`config.mk`:
```
export PLATFORM = sky130hd
export DESIGN_NAME = seq_ram_writer
export DESIGN_NICKNAME = d
export VERILOG_FILES = /design/src/rtl/seq_ram_writer_pkg.sv /design/src/rtl/sdp_ram.sv /design/src/rtl/seq_ram_writer.sv
export SDC_FILE = /design/constraint.sdc
export NUM_CORES = 1
export LEC_CHECK = 0
export CORE_MARGIN = 4
export CORE_UTILIZATION = 59
export DETAILED_ROUTE_END_ITERATION = 12
export GPL_ROUTABILITY_DRIVEN = 1
export PLACE_DENSITY_LB_ADDON = 0.2
export SYNTH_ARGS = -nofsm -noshare
export SYNTH_HDL_FRONTEND = slang
export SYNTH_SLANG_ARGS = --single-unit
```
`constraint.sdc`:
```
create_clock -name i_clk -period 1.8 [get_ports i_clk]
set_clock_uncertainty 0.15 [all_clocks]
set_input_delay 0.45 -clock i_clk [delete_from_list [all_inputs] [get_ports i_clk]]
set_output_delay 0.45 -clock i_clk [all_outputs]
set_load 0.05 [all_outputs]
```
`src/rtl/seq_ram_writer_pkg.sv`:
```
// Shared definitions for the sequential RAM writer: FSM state encoding and default widths.
package seq_ram_writer_pkg;

    localparam int DEF_ADDR_WIDTH = 4;
    localparam int DEF_DATA_WIDTH = 8;

    typedef enum logic [1:0] {
        S_IDLE = 2'd0,
        S_FILL = 2'd1,
        S_DONE = 2'd2
    } state_t;

endpackage

```
`src/rtl/sdp_ram.sv`:
```
// Simple dual-port synchronous RAM: one write port and one registered, read-first read port.
module sdp_ram
    import seq_ram_writer_pkg::*;
#(
    parameter int ADDR_WIDTH = DEF_ADDR_WIDTH,
    parameter int DATA_WIDTH = DEF_DATA_WIDTH
) (
    input  logic                  i_clk,
    input  logic                  i_rst,
    input  logic                  i_wr_en,
    input  logic [ADDR_WIDTH-1:0] i_wr_addr,
    input  logic [DATA_WIDTH-1:0] i_wr_data,
    input  logic [ADDR_WIDTH-1:0] i_rd_addr,
    output logic [DATA_WIDTH-1:0] o_rd_data
);

    logic [DATA_WIDTH-1:0] r_mem [2**ADDR_WIDTH];
    logic [DATA_WIDTH-1:0] r_rd_data;

    // Storage is never reset so that contents survive a mid-pass reset.
    always_ff @(posedge i_clk) begin
        if (i_wr_en) begin
            r_mem[i_wr_addr] <= i_wr_data;
        end
    end

    // Non-blocking read of the array samples the pre-write value, giving read-first behaviour.
    always_ff @(posedge i_clk) begin
        if (i_rst) begin
            r_rd_data <= '0;
        end else begin
            r_rd_data <= r_mem[i_rd_addr];
        end
    end

    assign o_rd_data = r_rd_data;

endmodule

```
`src/rtl/seq_ram_writer.sv`:
```
// Fills a RAM at sequential addresses from a valid/ready stream and exposes a readback port.
// Optional running XOR checksum output enabled by defining SEQ_RAM_WRITER_CSUM_EN.
module seq_ram_writer
    import seq_ram_writer_pkg::*;
#(
    parameter int ADDR_WIDTH = DEF_ADDR_WIDTH,
    parameter int DATA_WIDTH = DEF_DATA_WIDTH
) (
    input  logic                  i_clk,
    input  logic                  i_rst,
    input  logic                  i_start,
    input  logic                  i_valid,
    input  logic [DATA_WIDTH-1:0] i_data,
    output logic                  o_ready,
    output logic                  o_busy,
    output logic                  o_done,
    output logic [ADDR_WIDTH:0]   o_count,
    input  logic [ADDR_WIDTH-1:0] i_rd_addr,
    output logic [DATA_WIDTH-1:0] o_rd_data
`ifdef SEQ_RAM_WRITER_CSUM_EN
    ,
    output logic [DATA_WIDTH-1:0] o_csum
`endif
);

    localparam logic [ADDR_WIDTH-1:0] PTR_ONE  = 1;
    localparam logic [ADDR_WIDTH-1:0] PTR_LAST = '1;
    localparam logic [ADDR_WIDTH:0]   CNT_ONE  = 1;

    state_t                r_state;
    logic [ADDR_WIDTH-1:0] r_ptr;
    logic [ADDR_WIDTH:0]   r_count;
    logic                  r_ready;
    logic                  r_busy;
    logic                  r_done;
    logic                  w_accept;

    assign w_accept = r_ready && i_valid;

    // Handshake flags are registered alongside the state so no path exists from i_valid to o_ready.
    always_ff @(posedge i_clk) begin
        if (i_rst) begin
            r_state <= S_IDLE;
            r_ptr   <= '0;
            r_count <= '0;
            r_ready <= 1'b0;
            r_busy  <= 1'b0;
            r_done  <= 1'b0;
        end else begin
            case (r_state)
                S_IDLE, S_DONE: begin
                    if (i_start) begin
                        r_state <= S_FILL;
                        r_ptr   <= '0;
                        r_count <= '0;
                        r_ready <= 1'b1;
                        r_busy  <= 1'b1;
                        r_done  <= 1'b0;
                    end
                end
                S_FILL: begin
                    if (w_accept) begin
                        r_ptr   <= r_ptr + PTR_ONE;
                        r_count <= r_count + CNT_ONE;
                        if (r_ptr == PTR_LAST) begin
                            r_state <= S_DONE;
                            r_ready <= 1'b0;
                            r_busy  <= 1'b0;
                            r_done  <= 1'b1;
                        end
                    end
                end
                default: begin
                    r_state <= S_IDLE;
                    r_ready <= 1'b0;
                    r_busy  <= 1'b0;
                    r_done  <= 1'b0;
                end
            endcase
        end
    end

`ifdef SEQ_RAM_WRITER_CSUM_EN
    logic [DATA_WIDTH-1:0] r_csum;

    always_ff @(posedge i_clk) begin
        if (i_rst) begin
            r_csum <= '0;
        end else if ((r_state != S_FILL) && i_start) begin
            r_csum <= '0;
        end else if (w_accept) begin
            r_csum <= r_csum ^ i_data;
        end
    end

    assign o_csum = r_csum;
`endif

    sdp_ram #(
        .ADDR_WIDTH (ADDR_WIDTH),
        .DATA_WIDTH (DATA_WIDTH)
    ) u_ram (
        .i_clk     (i_clk),
        .i_rst     (i_rst),
        .i_wr_en   (w_accept),
        .i_wr_addr (r_ptr),
        .i_wr_data (i_data),
        .i_rd_addr (i_rd_addr),
        .o_rd_data (o_rd_data)
    );

    assign o_ready = r_ready;
    assign o_busy  = r_busy;
    assign o_done  = r_done;
    assign o_count = r_count;

endmodule
```
Word-level counts from Yosys, hierarchy flattened
Memories as Yosys holds them, arrays and structs flattened. A register that Yosys moved wholly into a read port is not among the register bits.
Index checks and enable logic that the tools add are counted.
{ "totals": {"ff_bits": 13, "ram_bits": 128, "in_bits": 16, "out_inout_bits": 16, "word_cells": 40, "mem_count": 1} }
{ "mem_list": {"columns": ["memory", "depth", "word_bits", "rd", "rd_ports_with_merged_regs", "write_ports", "line_no", "source"], "rows": [
  ["u_ram.r_mem", 16, 8, 1, 1, 1, "sdp_ram.sv:17", "logic [DATA_WIDTH-1:0] r_mem [2**ADDR_WIDTH];"]
]} }
{ "classes": {"n_addsub": 2, "n_eq_ne": 6, "muxes": 20, "reduce_logical": 6} }
{ "op_table": {"columns": ["operator", "n"], "rows": [
  ["$mux 5", 2],
  ["$pmux 5 s2", 1],
  ["$mux 1", 8],
  ["$mux 4", 2],
  ["$pmux 4 s2", 1],
  ["$mux 2", 3],
  ["$reduce_and 3->1", 2],
  ["$add 5x1->5 const B", 1],
  ["$add 4x1->4 const B", 1],
  ["$eq 4x4->1 const B", 1],
  ["$ne 2x2->1 const B", 2],
  ["$pmux 1 s2", 2],
  ["$pmux 2 s2", 1],
  ["$eq 2x1->1 const B", 1],
  ["$eq 2x2->1 const B", 1],
  ["$logic_not 2->1", 1],
  ["$ne 2x1->1 const B", 1],
  ["$reduce_bool 2->1", 1],
  ["$reduce_or 2->1", 1],
  ["$logic_and 1x1->1", 1]
]} }

Longest topological paths before layout
{ "depth": {"word_depth": 4, "ltp_mapped": 7, "mapped_depth_nobuf": 5} }

Modules after synthesis
From an unflattened synthesis, not the netlist that was laid out.
{ "unflattened": {"cells_unflattened": 325, "hier_area_um2": 5848.1} }
{ "by_module_without_submodules": {"columns": ["module", "n_inst", "cells_per_inst", "area_each_um2", "seq_area_each_um2"], "rows": [
  ["sdp_ram", 1, 259, 5282.6, 4003.8],
  ["seq_ram_writer", 1, 66, 565.5, 240.2]
]} }

Worst setup path before layout
No wires, ideal clock.
{ "synth_timing": {"path_type": "register to register", "from": "register o_busy (netlist name)", "to": "memory u_ram.r_mem[7][0] (netlist name), enable pin", "setup_ns": 0.332, "arrival_time_ns": 1.434, "required_time_ns": 1.318, "setup_slack_ns": -0.116, "path_stages_with_launch": 4, "n_path_buf": 0, "synth_period_minus_slack_ns": 1.916, "path_cell_list": "dfxtp_1 nand2_1 nor3b_1 and2_1"} }
{ "synth_lines": {"columns": ["item", "line_no"], "rows": [
  ["end, declared", "sdp_ram.sv:17"]
]} }

Worst setup path in the final report
{ "layout_timing": {"from": "register r_count[2] (netlist: o_count[2])", "to": "output o_count[2]"} }
{ "layout_lines": {"columns": ["item", "line_no", "source"], "rows": [
  ["start, declared", "seq_ram_writer.sv:32", "logic [ADDR_WIDTH:0] r_count;"],
  ["start signal, assigned", "seq_ram_writer.sv:64", "r_count <= r_count + CNT_ONE;"],
  ["end, declared", "seq_ram_writer.sv:17", "output logic [ADDR_WIDTH:0] o_count,"]
]} }
No word-level cell between the ends.

==> metrics <==
status=completed; starting density of the core=60.3%; yosys warns=0; Worst R2R Setup Slack=90 ps; FF-to-FF End=u_ram.r_mem[9][2]; CP Cell Sequence=buf_12; placed inst area=6900 um2; IO Count=32; CTS tree=done; DR vias=3334; row cnt=36; Final Setup Violations=0; Post-CTS Setup Inserts=0; Power Dens Cells=1040 nW/um2; max-cap viol count=0; arrival time worst endpoint=1130 ps; cts hold-fix bufs=0; number of antenna diodes=0; Cell Area, Synth=5840 um2; CP top delay family=flip-flops; Worst Path Class, Setup=flop to primary output; Peak supply drop=0.000908 V; Worst Setup EP=o_count[2]; post-cts repair resize count=0; cell count along the critical path=1; placed cell count=550; Clock power frac=44.5%; Worst EP required=1200 ps; Root Buffer Master=clkbuf_8; Critical Path Start Type=flop; cts bufs inserted=17; H-Tree Depth=4; final instance area=7480 um2; die width=107 um; register share of total power=48.8%; sequential area share after synthesis=72.7%; Synth Instances=355; 1st-iter DRT viols=345; Die H=107 um; Final Hold Viols=0; leakage=2.72 nW; Vias/cell=5.73; Internal=0.00610 W; full die area=11600 um2; layout cells sized above 1=22.9%; worst r2r src=o_busy; buffers added on ports=31; Tmin final=1730 ps; RSZ-0062 raised after global routing=no; period utilization=96.0%; Net Switching=0.00165 W; CP max stage delay=440 ps; Worst Hold Class=flop to flop; Post-synth EDFFs=128; Most used DFF post-synth=edfxtp_1; CP max stage cell=dfxtp_1; asr flop ratio synth=0%; placer congestion estimate=0.902; Switching Share=21.3%; Pre-antenna DRT Iters=5; Rel. slew slack=66.4%; clock sink total=148; hold_ws=362 ps; DRT Wirelength=12.1 mm; worst slew pin tran=503 ps; Final #Nets=457; CP endpoint kind=primary output; Total Routing Usage GR=22.5%; Remaining DRCs=0; max-slew violations=0; first-pass GRT wire length=18.8 mm; Critical Path Source=o_count[2]; Unique masters post-synth=32; cells on worst reg2reg path=5; Skew-Pair Late Insertion Delay=520 ps; antenna-violating nets left=0; WL/cell=20.8 um; Comb power frac=6.7%; fmax=579 MHz; CTS max path bufs=2; Avg Inst Size Synth=16.5 um2; initial antenna violation count=0; FILL cells=545; Worst Path Max Fanout=4; Critical path buffers and inverters=1; detailed placement HPWL=7.77 mm; vias in the first global route=3374; Syn Nets=376; hold depth=2; post-route insts no fill=582; total grt overflow=0; largest net degree at the start of global routing=33; Worst-path clk slew=60 ps; Yosys reg bits=148; synthesis-to-layout area growth=28.1%; Core Region=9680 um2
==> power groups by stage <==
stage / Sequential, W / Clock (W) / Combinational [W]
after global placement: 0.00385 / 0 / 0.000506
after detailed placement: 0.00385 / 0 / 0.000516
after floorplan: 0.00390 / 0 / 0.000202
after global routing: 0.00378 / 0.00367 / 0.000551
after CTS: 0.00378 / 0.00348 / 0.000522
final: 0.00378 / 0.00345 / 0.000520
==> routing by layer <==
metal,part of all wire (%),GRT usage [%],wire length (um),vias to the layer above
met1,41,29.3,4930,1671
met5,0,0,0,-
met4,1.3,6.58,156,0
met2,53,38.1,6400,116
li1,-,-,-,1536
met3,5.2,5.16,629,11
==> per-stage QoR <==
stage                     utilization [%]  power [W]  TNS, ps  setup WS (ps)
after global placement               71.2    0.00436   -40420           -373
after detailed placement             71.2    0.00437   -41810           -371
final                                77.2    0.00775        0           72.7
after floorplan                         -    0.00410        0           90.6
after global routing                 77.2    0.00800        0           17.0
after CTS                            77.2    0.00779        0           51.5
==> registers in the layout, indices dropped and copies added (netlist names) <==
register and count:
u_ram.r_mem 128, u_ram.o_rd_data 8, o_count 5, r_ptr 4
r_state 2, o_busy 1
==> logic make-up after synthesis <==
kind of cell             count (synthesis)  synth area share, %
buffers and inverters                   20                 2.38
flip-flops                             148                 72.7
adder cells (fa/ha/maj)                  5                 1.07
AND/OR/NAND/NOR                         71                 6.49
AO/OA/AOI/OAI                           49                 5.55
XOR/XNOR                                 3                0.450
multiplexers                            59                 11.4
==> layout make-up <==
type	count	area [um2]	share of cell area (%)
clock buffer	20	425	5.69
multi-input combinational	187	1460	19.5
inverter	3	11.3	0.151
sequential	148	4250	56.8
timing repair buffer	79	1020	13.6
tap	133	166	2.22
clock inverter	12	158	2.11
==> cell usage in the layout, fill, tap and decap left out, drive strengths merged <==
cell type / netlist / final
edfxtp: 128 / 128
buf: 13 / 65
mux2i: 53 / 53
a22oi: 27 / 27
dfxtp: 20 / 20
clkbuf: 4 / 20
and2: 16 / 16
clkdlybuf4s50: 0 / 14
nand2: 12 / 12
nor2: 12 / 12
o21ai: 12 / 12
nand3: 10 / 10
nand2b: 7 / 7
mux4: 6 / 6
a21oi: 6 / 6
ha: 5 / 5
inv: 3 / 5
nor2b: 4 / 4
clkinv: 0 / 4
nor3: 3 / 3
xor2: 3 / 3
bufinv: 0 / 3
clkinvlp: 0 / 3
nor3b: 2 / 2
o211ai: 2 / 2
or3: 2 / 2
and4: 1 / 1
or2: 1 / 1
and4b: 1 / 1
o2111ai: 1 / 1
o21a: 1 / 1
==> Yosys cell counts, types with 4 or more instances <==
cell      count  area, um2
a21oi_1       6       30.0
a22oi_1      27        203
and2_1       16        100
buf_4         5       37.5
buf_6         4       45.0
clkbuf_1      4       15.0
dfxtp_1      20        400
edfxtp_1    128       3840
ha_1          5       62.6
mux2i_1      53        531
mux4_2        6        135
nand2_1      12       45.0
nand2b_1      7       43.8
nand3_1      10       50.1
nor2_1       11       41.3
nor2b_1       4       25.0
o21ai_0       9       45.0
==> how the worst min path moves through the flow <==
stage | startpoint | endpoint | slack, ps
after CTS | r_ptr[1] | r_ptr[1] | 370
after detailed placement | r_ptr[1] | r_ptr[1] | 360
after global placement | r_ptr[1] | r_ptr[1] | 350
after global routing | r_ptr[3] | r_ptr[3] | 430
after floorplan | r_ptr[1] | r_ptr[1] | 330
final | r_ptr[1] | r_ptr[1] | 360
Note: power is estimated with default switching activity, not from simulation.
